--- config.mk ---
export PLATFORM = sky130hd
export DESIGN_NAME = freq_scheduler_flat
export DESIGN_NICKNAME = d
export VERILOG_FILES = /design/src/rtl/freq_scheduler_if.sv /design/src/rtl/freq_scheduler.sv /design/src/flat_wrapper.sv
export SDC_FILE = /design/constraint.sdc
export NUM_CORES = 1
export LEC_CHECK = 0
export BUFFER_PORTS_ARGS = -buffer_cell sky130_fd_sc_hd__buf_2
export CAP_MARGIN = 20
export CORE_UTILIZATION = 31
export CTS_CLUSTER_DIAMETER = 30
export DETAILED_ROUTE_END_ITERATION = 8
export PLACE_DENSITY = 0.54
export SLEW_MARGIN = 20
export SYNTH_ARGS = -nofsm -noshare
export SYNTH_HDL_FRONTEND = slang
export SYNTH_SLANG_ARGS = --single-unit
--- constraint.sdc ---
create_clock -name clock -period 2.65 [get_ports clock]
set_clock_uncertainty 0.15 [all_clocks]
set_input_delay 0.1325 -clock clock [delete_from_list [all_inputs] [get_ports clock]]
set_output_delay 0.1325 -clock clock [all_outputs]
set_load 0.005 [all_outputs]
--- src/rtl/freq_scheduler_if.sv ---
// Key-event inputs and frequency-request outputs between the keyboard decoder,
// the scheduler and the physics block.
interface freq_scheduler_if;
    logic       key_valid;
    logic [4:0] key_id;
    logic       key_down;
    logic [4:0] freq_id1;
    logic [4:0] freq_id2;
    logic       new_f;
    logic       busy;
    logic [7:0] reject_count;

    modport master (
        output key_valid, key_id, key_down,
        input  freq_id1, freq_id2, new_f, busy, reject_count
    );

    modport slave (
        input  key_valid, key_id, key_down,
        output freq_id1, freq_id2, new_f, busy, reject_count
    );
endinterface

--- src/rtl/freq_scheduler.sv ---
// Tracks up to two held keys and issues coalesced frequency updates to physics,
// spaced by a programmable number of frames so bank swap and blend can finish.
module freq_scheduler #(
    parameter int unsigned HOLDOFF_FRAMES = 4,
    parameter int unsigned MAX_ID         = 24
) (
    input  logic              clock,
    input  logic              reset,
    input  logic              vsync,
    freq_scheduler_if.slave   bus
);
    localparam int unsigned ID_W   = 5;
    localparam int unsigned HOLD_W = 4;
    localparam int unsigned CNT_W  = 8;

    localparam logic [ID_W-1:0]   EMPTY    = ID_W'(31);
    localparam logic [ID_W-1:0]   MAX_ID_L = ID_W'(MAX_ID);
    localparam logic [HOLD_W-1:0] HOLD_L   = HOLD_W'(HOLDOFF_FRAMES);
    localparam logic [CNT_W-1:0]  CNT_MAX  = '1;

    typedef enum logic [1:0] {
        IDLE    = 2'd0,
        ISSUE   = 2'd1,
        HOLDOFF = 2'd2
    } state_t;

    state_t              state_q, state_n;
    logic [ID_W-1:0]     slot_a_q, slot_a_n;
    logic [ID_W-1:0]     slot_b_q, slot_b_n;
    logic                dirty_q, dirty_n;
    logic [HOLD_W-1:0]   hold_q, hold_n;
    logic [ID_W-1:0]     id1_q, id1_n;
    logic [ID_W-1:0]     id2_q, id2_n;
    logic                new_f_q, new_f_n;
    logic                busy_q, busy_n;
    logic [CNT_W-1:0]    rej_q, rej_n;
    logic                sync1_q, sync2_q, prev_q;
    logic                frame_tick;
    logic                slot_chg;
    logic                in_range;

    // vsync crosses into the pixel domain; a falling edge marks a frame
    always_ff @(posedge clock) begin
        if (reset) begin
            sync1_q <= 1'b1;
            sync2_q <= 1'b1;
            prev_q  <= 1'b1;
        end else begin
            sync1_q <= vsync;
            sync2_q <= sync1_q;
            prev_q  <= sync2_q;
        end
    end

    assign frame_tick = prev_q & ~sync2_q;

    // Held-key slot update: A is the older key, B the newer
    always_comb begin
        slot_a_n = slot_a_q;
        slot_b_n = slot_b_q;
        slot_chg = 1'b0;
        rej_n    = rej_q;
        in_range = (bus.key_id <= MAX_ID_L);
        if (bus.key_valid) begin
            if (bus.key_down) begin
                if (!in_range) begin
                    if (rej_q != CNT_MAX) begin
                        rej_n = rej_q + CNT_W'(1);
                    end
                end else if (bus.key_id != slot_a_q && bus.key_id != slot_b_q) begin
                    slot_chg = 1'b1;
                    if (slot_a_q == EMPTY) begin
                        slot_a_n = bus.key_id;
                    end else if (slot_b_q == EMPTY) begin
                        slot_b_n = bus.key_id;
                    end else begin
                        slot_a_n = slot_b_q;
                        slot_b_n = bus.key_id;
                    end
                end
            end else if (in_range) begin
                if (bus.key_id == slot_a_q) begin
                    slot_a_n = slot_b_q;
                    slot_b_n = EMPTY;
                    slot_chg = 1'b1;
                end else if (bus.key_id == slot_b_q) begin
                    slot_b_n = EMPTY;
                    slot_chg = 1'b1;
                end
            end
        end
    end

    // Issue sequencing; a key event accepted during ISSUE keeps dirty set
    always_comb begin
        state_n = state_q;
        dirty_n = dirty_q | slot_chg;
        hold_n  = hold_q;
        id1_n   = id1_q;
        id2_n   = id2_q;
        new_f_n = 1'b0;
        case (state_q)
            IDLE: begin
                if (dirty_q) begin
                    state_n = ISSUE;
                end
            end
            ISSUE: begin
                id1_n   = slot_a_q;
                id2_n   = slot_b_q;
                new_f_n = 1'b1;
                dirty_n = slot_chg;
                hold_n  = HOLD_L;
                state_n = (HOLD_L == '0) ? IDLE : HOLDOFF;
            end
            HOLDOFF: begin
                if (frame_tick) begin
                    hold_n = hold_q - HOLD_W'(1);
                    if (hold_q <= HOLD_W'(1)) begin
                        state_n = IDLE;
                    end
                end
            end
            default: begin
                state_n = IDLE;
            end
        endcase
        busy_n = (state_n != IDLE);
    end

    always_ff @(posedge clock) begin
        if (reset) begin
            state_q  <= IDLE;
            slot_a_q <= EMPTY;
            slot_b_q <= EMPTY;
            dirty_q  <= 1'b0;
            hold_q   <= '0;
            id1_q    <= EMPTY;
            id2_q    <= EMPTY;
            new_f_q  <= 1'b0;
            busy_q   <= 1'b0;
            rej_q    <= '0;
        end else begin
            state_q  <= state_n;
            slot_a_q <= slot_a_n;
            slot_b_q <= slot_b_n;
            dirty_q  <= dirty_n;
            hold_q   <= hold_n;
            id1_q    <= id1_n;
            id2_q    <= id2_n;
            new_f_q  <= new_f_n;
            busy_q   <= busy_n;
            rej_q    <= rej_n;
        end
    end

    assign bus.freq_id1     = id1_q;
    assign bus.freq_id2     = id2_q;
    assign bus.new_f        = new_f_q;
    assign bus.busy         = busy_q;
    assign bus.reject_count = rej_q;

endmodule

--- src/flat_wrapper.sv ---
// flat-port wrapper written by rule: the top's interface ports become plain ports
module freq_scheduler_flat 
#(
    parameter int unsigned HOLDOFF_FRAMES = 4,
    parameter int unsigned MAX_ID         = 24
)
  (clock, reset, vsync, bus_key_valid, bus_key_id, bus_key_down, bus_freq_id1, bus_freq_id2, bus_new_f, bus_busy, bus_reject_count);
  freq_scheduler_if bus_i ();
  input  logic clock;
  input  logic reset;
  input  logic vsync;
  input wire logic [$bits(bus_i.key_valid)-1:0] bus_key_valid;
  input wire logic [$bits(bus_i.key_id)-1:0] bus_key_id;
  input wire logic [$bits(bus_i.key_down)-1:0] bus_key_down;
  output wire logic [$bits(bus_i.freq_id1)-1:0] bus_freq_id1;
  output wire logic [$bits(bus_i.freq_id2)-1:0] bus_freq_id2;
  output wire logic [$bits(bus_i.new_f)-1:0] bus_new_f;
  output wire logic [$bits(bus_i.busy)-1:0] bus_busy;
  output wire logic [$bits(bus_i.reject_count)-1:0] bus_reject_count;
  assign bus_i.key_valid = bus_key_valid;
  assign bus_i.key_id = bus_key_id;
  assign bus_i.key_down = bus_key_down;
  assign bus_freq_id1 = bus_i.freq_id1;
  assign bus_freq_id2 = bus_i.freq_id2;
  assign bus_new_f = bus_i.new_f;
  assign bus_busy = bus_i.busy;
  assign bus_reject_count = bus_i.reject_count;
  freq_scheduler #(.HOLDOFF_FRAMES(HOLDOFF_FRAMES), .MAX_ID(MAX_ID)) u_core (.clock(clock), .reset(reset), .vsync(vsync), .bus(bus_i));
endmodule
==> results of run 1 <==
[worst max-delay path by stage]
stage | end
finish | u_core.slot_a_q[0]
global route | u_core.slot_a_q[4]
CTS | u_core.slot_a_q[4]
detailed placement | u_core.slot_a_q[4]
floorplan | u_core.slot_a_q[0]
global placement | u_core.slot_a_q[3]
[cells in the final DEF (no fill, tap or decap), types with 6 or more instances in the layout]
master and n:
buf_2 29, dfxtp_1 40, nor2_1 21, nand3_1 9, nand3b_1 11, o21ai_0 6
xor2_1 10, xnor2_1 8, nand2_1 25
[power breakdown]
group	switching, mW	total, mW	internal, mW
clock	0.200	0.379	0.179
sequential	0.0162	0.640	0.624
combinational	0.0788	0.146	0.0673
total	0.295	1.17	0.871
[critical path, delay by kind of cell, from the launching register on]
family | cells | cell delay, ns
compound gates | 2 | 0.62
xor+xnor | 1 | 0.17
fa+ha+maj | 1 | 0.21
flops | 1 | 0.43
simple gates | 4 | 0.51
[cell type report]
type                    instances  share of cell area [%]
clock buffers                   6                    3.40
clock inverters                 1                   0.234
inverters                       3                   0.527
multi-input cells             148                    46.5
flip-flops and latches         40                    37.5
well taps                      72                    4.22
repair buffers                 31                    7.61
[layer usage]
metal	up-vias	routed length (um)	share of wire, %	GRT usage, %
met5	-	0	0	0
met4	0	95	2.5	7.27
met3	9	133	3.5	3.45
met2	25	1650	44	20.1
met1	669	1880	50	16.4
li1	755	-	-	-
[sequential cells by signal, summed over array words and instances, names as in the netlist]
name,cells
u_core.slot_b_q,5
u_core.dirty_q,1
u_core.bus.new_f,1
u_core.sync1_q,1
u_core.sync2_q,1
u_core.bus.freq_id1,5
u_core.bus.freq_id2,5
u_core.state_q,2
u_core.bus.reject_count,8
u_core.hold_q,4
u_core.slot_a_q,5
u_core.prev_q,1
u_core.bus.busy,1
[metrics by stage]
stage	std cells	setup WS, ns
6_report	301	0.451
5_1_grt	301	0.283
4_1_cts	301	0.459
3_5_place_dp	293	0.474
3_3_place_gp	293	0.522
2_1_floorplan	199	0.656
[cell families (layout without fill, tap and decap cells)]
logic type	count (synthesis)	after routing
AOI/OAI and AO/OA	27	27
xor gates and xnor gates	18	18
adders and majority gates	4	4
buffers and inverters	11	41
DFF	40	40
muxes	7	7
and+or+nand+nor	92	92
==> metrics.yaml, run 1 <==
layout-drive-gt1-share_pct: 21.4
fin_crit_sh_pct: 83.0
worst_pin_slew_ns: 0.761
drt_iter0_drc: 69
synth-edff-count: 0
critical_path_required_ns: 2.67
synthFlopType: "dfxtp_1"
rsz0062_at_grt: "no"
fmax_ghz: 0.455
clk_pin_slew_ns: 0.08
synthAdderAreaFrac_pct: 2.72
leakage_nw: 0.848
die_h_um: 79.0
post_cts_buffers: 0
chipWidth_um: 79.0
first_pass_iters: 4
grt-ovfl-total: 0
via_per_inst: 4.84
r2r_cells: 8
drv_cap: 0
avgRoutedWirePerCell_um: 12.5
num_antenna_cells: 0
gp_congestion: 0.814
synth_xor_area_share_pct: 8.58
synth_most_common_cell: "dfxtp_1"
ys_types: 34
multiInputGateArea_um2: 995
maxSlewHeadroom_pct: 49.1
design.final.nets: 243
num_rows: 27
worstHoldPathType: "in2reg"
cts_resized: 0
period_needed_ns: 2.20
synth_top_area_share_pct: 43.6
p_per_area_nw_per_um2: 546
tns_ns: 0
hold_depth: 2
areaGrowthSynthToFinish_pct: 16.3
synth_top_family_by_area: "simple AND/OR/NAND/NOR gates"
drt-total-wl_um: 3760
worstSetupPathType: "reg2reg"
ys_seq_area_share_pct: 43.6
clockRootBuffer: "clkbuf_8"
die_area_um2: 6240
whs_ns: 0.0158
placed_area_um2: 2050
yosys-top-cells-area: "dfxtp_1 44%, nand2_1 5.1%, xor2_1 4.8%"
worstSetupStartpointType: "register"
critPathLaunch: "u_core.slot_a_q[1]"
synth_seq_cells: 40
worstReg2RegEnd: "u_core.slot_a_q[0]"
cts_htree_levels: 2
grt_pass1_vias: 1324
min_to: "u_core.slot_b_q[3]"
cts_buffers: 5
numPortBuffers: 29
clock_latency_ns: 0.29
synth_cells: 199
grt_first_pass_wirelength_um: 6270
grt_max_degree: 43
grt_usage_pct: 13.0
path_max_fanout: 10
cts_buffer_depth: 2
start_util_pct: 32.8
async_reset_ff_share_pct: 0
cts_tree: "built"
synth_compound_area_share_pct: 12.3
status: "complete, no violations"
yosys.area_share.simple_pct: 26.4
cpPeakStageDelay_ns: 0.43
fin_area_um2: 2140
antenna_left: 0
drc: 0
reg2reg_slack_ns: 0.45
vias: 1458
finalSetupViolCount: 0
end_kind: "register"
final_hold_viol_count: 0
num_io_pins: 30
yosysTopAreaCell: "dfxtp_1"
synth_nets: 213
fillers: 598
yosys-top-cells-count: "40 x dfxtp_1, 25 x nand2_1, 21 x nor2_1"
antenna_found_initial: 0
ctsHoldBuffers: 1
ys_warn_count: 0
timing.final.max_slew_violations: 0
hpwl_um: 2670
ir_drop_mv: 0.234
cp.arrival_ns: 2.22
synth_area_per_cell_um2: 9.23
slowest_stage: "dfxtp_1"
r2r-start: "u_core.slot_a_q[1]"
core_um2: 5610
crit_chain: "xor2_1 -> nor3_1 -> nand3_1 -> nand2_1 -> ha_1 -> nor3b_4 -> o31ai_2 -> o41a_1"
hold_start: "bus_key_id[3]"
totalPowerFinal_mw: 1.17
synth_area_um2: 1840
final_util_pct: 38.1
numClockSinks: 40
seqCellArea_um2: 801
synthMuxAreaShare_pct: 4.16
Power figures use the tool's default switching activity.
==> run 2, diff against run 1 <==
--- a/config.mk
+++ b/config.mk
@@ -10,7 +10,7 @@
 export CORE_UTILIZATION = 31
 export CTS_CLUSTER_DIAMETER = 30
 export DETAILED_ROUTE_END_ITERATION = 8
-export PLACE_DENSITY = 0.54
+export PLACE_DENSITY = 0.56
 export SLEW_MARGIN = 20
 export SYNTH_ARGS = -nofsm -noshare
 export SYNTH_HDL_FRONTEND = slang
==> constraint.sdc (replaced) <==
create_clock -name clock -period 1.9 [get_ports clock]
set_clock_uncertainty 0.15 [all_clocks]
set_input_delay 0.095 -clock clock [delete_from_list [all_inputs] [get_ports clock]]
set_output_delay 0.095 -clock clock [all_outputs]
set_load 0.005 [all_outputs]
==> metrics.yaml, run 2 (same netlist as run 1, synthesis figures left out) <==
period_needed_ns: 2.05  # -0.148 ns
layout_setup_ws_ns: -0.151  # -0.602 ns
worstSetupPathType: "reg2reg"
cts_buffers: 5  # unchanged
drc: 0  # unchanged
min_to: "u_core.slot_b_q[1]"
drt-total-wl_um: 4190  # +11%
worstReg2RegEnd: "u_core.slot_a_q[0]"
antenna_left: 0  # unchanged
finalNonFillerCells: 326  # +8.3%
leakage_nw: 0.996  # +17%
design.final.nets: 268  # +10%
via_per_inst: 4.83  # -0.26%
worstHoldPathType: "in2reg"
met1_usage_pct: 17.9  # +1.5 points
grt_usage_pct: 14.2  # +1.2 points
clockRootBuffer: "clkbuf_8"
gp_congestion: 0.782  # -3.8%
crit_chain: "xor2_2 -> nor3_2 -> nand3_1 -> nand2_1 -> ha_2 -> nor3b_4 -> buf_6 -> o31ai_4 -> o41a_1"
timing.final.max_slew_violations: 0  # unchanged
die_area_um2: 6240  # unchanged
fmax_ghz: 0.488  # +7.2%
cts_buffer_depth: 2  # unchanged
first_pass_iters: 4  # unchanged
critPathTopFamily: "simple AND/OR/NAND/NOR gates"
post-place-ws_ns: -0.109  # -0.583 ns
die_h_um: 79.0  # unchanged
areaGrowthSynthToFinish_pct: 34.3
maxSlewHeadroom_pct: 43.9  # -5.2 points
clock_latency_ns: 0.29  # about the same
num_antenna_cells: 0  # unchanged
combinationalPowerShare_pct: 13.8  # +1.3 points
met3_usage_pct: 2.53  # -0.92 points
start_util_pct: 32.8  # unchanged
p_switching_mw: 0.449  # +52%
cpPeakStageDelay_ns: 0.36  # -0.07 ns
cp.arrival_ns: 2.07  # -0.15 ns
grt_max_degree: 26  # -40%
layout_commonest_cell: "dfxtp_1"
worst-path-buf-inv: 1  # +1
drv_cap: 0  # unchanged
cts_tree: "built"
worst_pin_slew_ns: 0.838  # +0.0775 ns
fin_crit_sh_pct: 108  # +25 points
drt_iter0_drc: 77  # +12%
violations: "negative setup slack"
grt_first_pass_wirelength_um: 6910  # +10%
antenna_found_initial: 0  # unchanged
busiest_layer: "met2"
grt_pass1_vias: 1496  # +13%
worstSetupStartpointType: "register"
final_hold_viol_count: 0  # unchanged
critical_path_required_ns: 1.92  # -0.75 ns
avgRoutedWirePerCell_um: 12.8  # +2.9%
seq_power_share_pct: 45.2  # -9.7 points
slowest_stage: "dfxtp_4"
hold_start: "bus_key_id[1]"
hold_depth: 2  # unchanged
use_met2_pct: 23.3  # +3.2 points
layout-drive-gt1-share_pct: 34.3  # +13 points
rsz0062_at_grt: "yes"
p_per_area_nw_per_um2: 798  # +46%
status: "finished with violations"
numPortBuffers: 29  # unchanged
reg2reg_slack_ns: -0.15  # -0.60 ns
numClockSinks: 40  # unchanged
largest_reg_flops: 8  # unchanged
end_kind: "register"
ir_drop_mv: 0.330  # +41%
p_clk_share_pct: 41.1  # +8.6 points
vias: 1575  # +8.0%
clk_pin_slew_ns: 0.08  # about the same
chipWidth_um: 79.0  # unchanged
switching_share_pct: 22.8  # -2.5 points
cts_htree_levels: 2  # unchanged
dp.cells: 313  # +6.8%
r2r-start: "u_core.slot_a_q[4]"
r2r_cells: 9  # +1
finalSetupViolCount: 10  # +10
core_um2: 5610  # unchanged
p_int_mw: 1.52  # +74%
grt-ovfl-total: 0  # unchanged
hpwl_um: 2860  # +7.1%
path_max_fanout: 5  # -5
num_rows: 27  # unchanged
totalPowerFinal_mw: 1.97  # +69%
num_io_pins: 30  # unchanged
most-common-layout-cells: "34 x dfxtp_1, 29 x buf_2, 24 x nand2_1"
==> run 2: worst register-to-register path, cell delays in order (launching register included) <==
cell and delay, ns:
dfxtp_4 0.36, xor2_2 0.17, nor3_2 0.07, nand3_1 0.12
nand2_1 0.08, ha_2 0.18, nor3b_4 0.23, buf_6 0.16
o31ai_4 0.09, o41a_1 0.32
==> run 2: worst max path at each step <==
stage	start	endpoint	slack (ns)	depth (start not counted)
final	u_core.slot_a_q[4]	u_core.slot_a_q[0]	-0.15	9
after global routing	u_core.slot_a_q[4]	u_core.slot_a_q[0]	-0.24	9
after CTS	u_core.slot_a_q[0]	u_core.slot_b_q[1]	-0.11	8
after detailed placement	u_core.slot_a_q[0]	u_core.slot_b_q[1]	-0.11	9
after global placement	u_core.slot_a_q[0]	u_core.slot_b_q[3]	-0.12	8
after floorplan	u_core.slot_a_q[1]	u_core.slot_a_q[0]	0.05	8
==> run 2: power groups by stage <==
stage / clock (mW) / combinational (mW) / sequential, mW
after global placement: 0 / 0.235 / 0.909
after CTS: 0.829 / 0.240 / 0.890
after detailed placement: 0 / 0.236 / 0.910
after floorplan: 0 / 0.146 / 0.912
after global routing: 0.869 / 0.298 / 0.893
final: 0.808 / 0.271 / 0.889
==> run 2: routing by layer <==
| metal | share of wire [%] | wire length (um) | vias up |
|---|---|---|---|
| met3 | 4.0 | 169 | 7 |
| met2 | 44 | 1850 | 32 |
| li1 | - | - | 807 |
| met4 | 1.8 | 76 | 0 |
| met1 | 50 | 2090 | 729 |
| met5 | 0 | 0 | - |
==> run 2: repair_timing <==
item                                    CTS  global route
endpoints found under the setup margin   10            11
hold endpoints to repair                  2             0
hold buffers                              2             0
cloned                                    0             1
buffers inserted                          0             3
pin swaps                                 8             9
resized for setup                         0            14
==> run 2: cell type report <==
cell class | instances | area, um^2
Fill cell | 570 | 3140
Clock buffer | 5 | 68.8
Inverter | 3 | 11.3
Timing Repair Buffer | 55 | 349
Tap cell | 72 | 90.1
Clock inverter | 2 | 60.1
Multi-Input combinational cell | 149 | 1070
Sequential cell | 40 | 813
==> run 2: stage by stage <==
step | TNS (ns) | util, % | instance area (um^2) | hold slack, ns
after floorplan | 0 | - | 1860 | 0.0292
after global placement | -0.958 | 39.6 | 2220 | 0.133
after detailed placement | -0.890 | 39.6 | 2220 | 0.132
after CTS | -0.988 | 42.2 | 2370 | 0.00608
after global routing | -2.23 | 44.0 | 2470 | 0.0398
final | -1.27 | 44.0 | 2470 | 0.0292
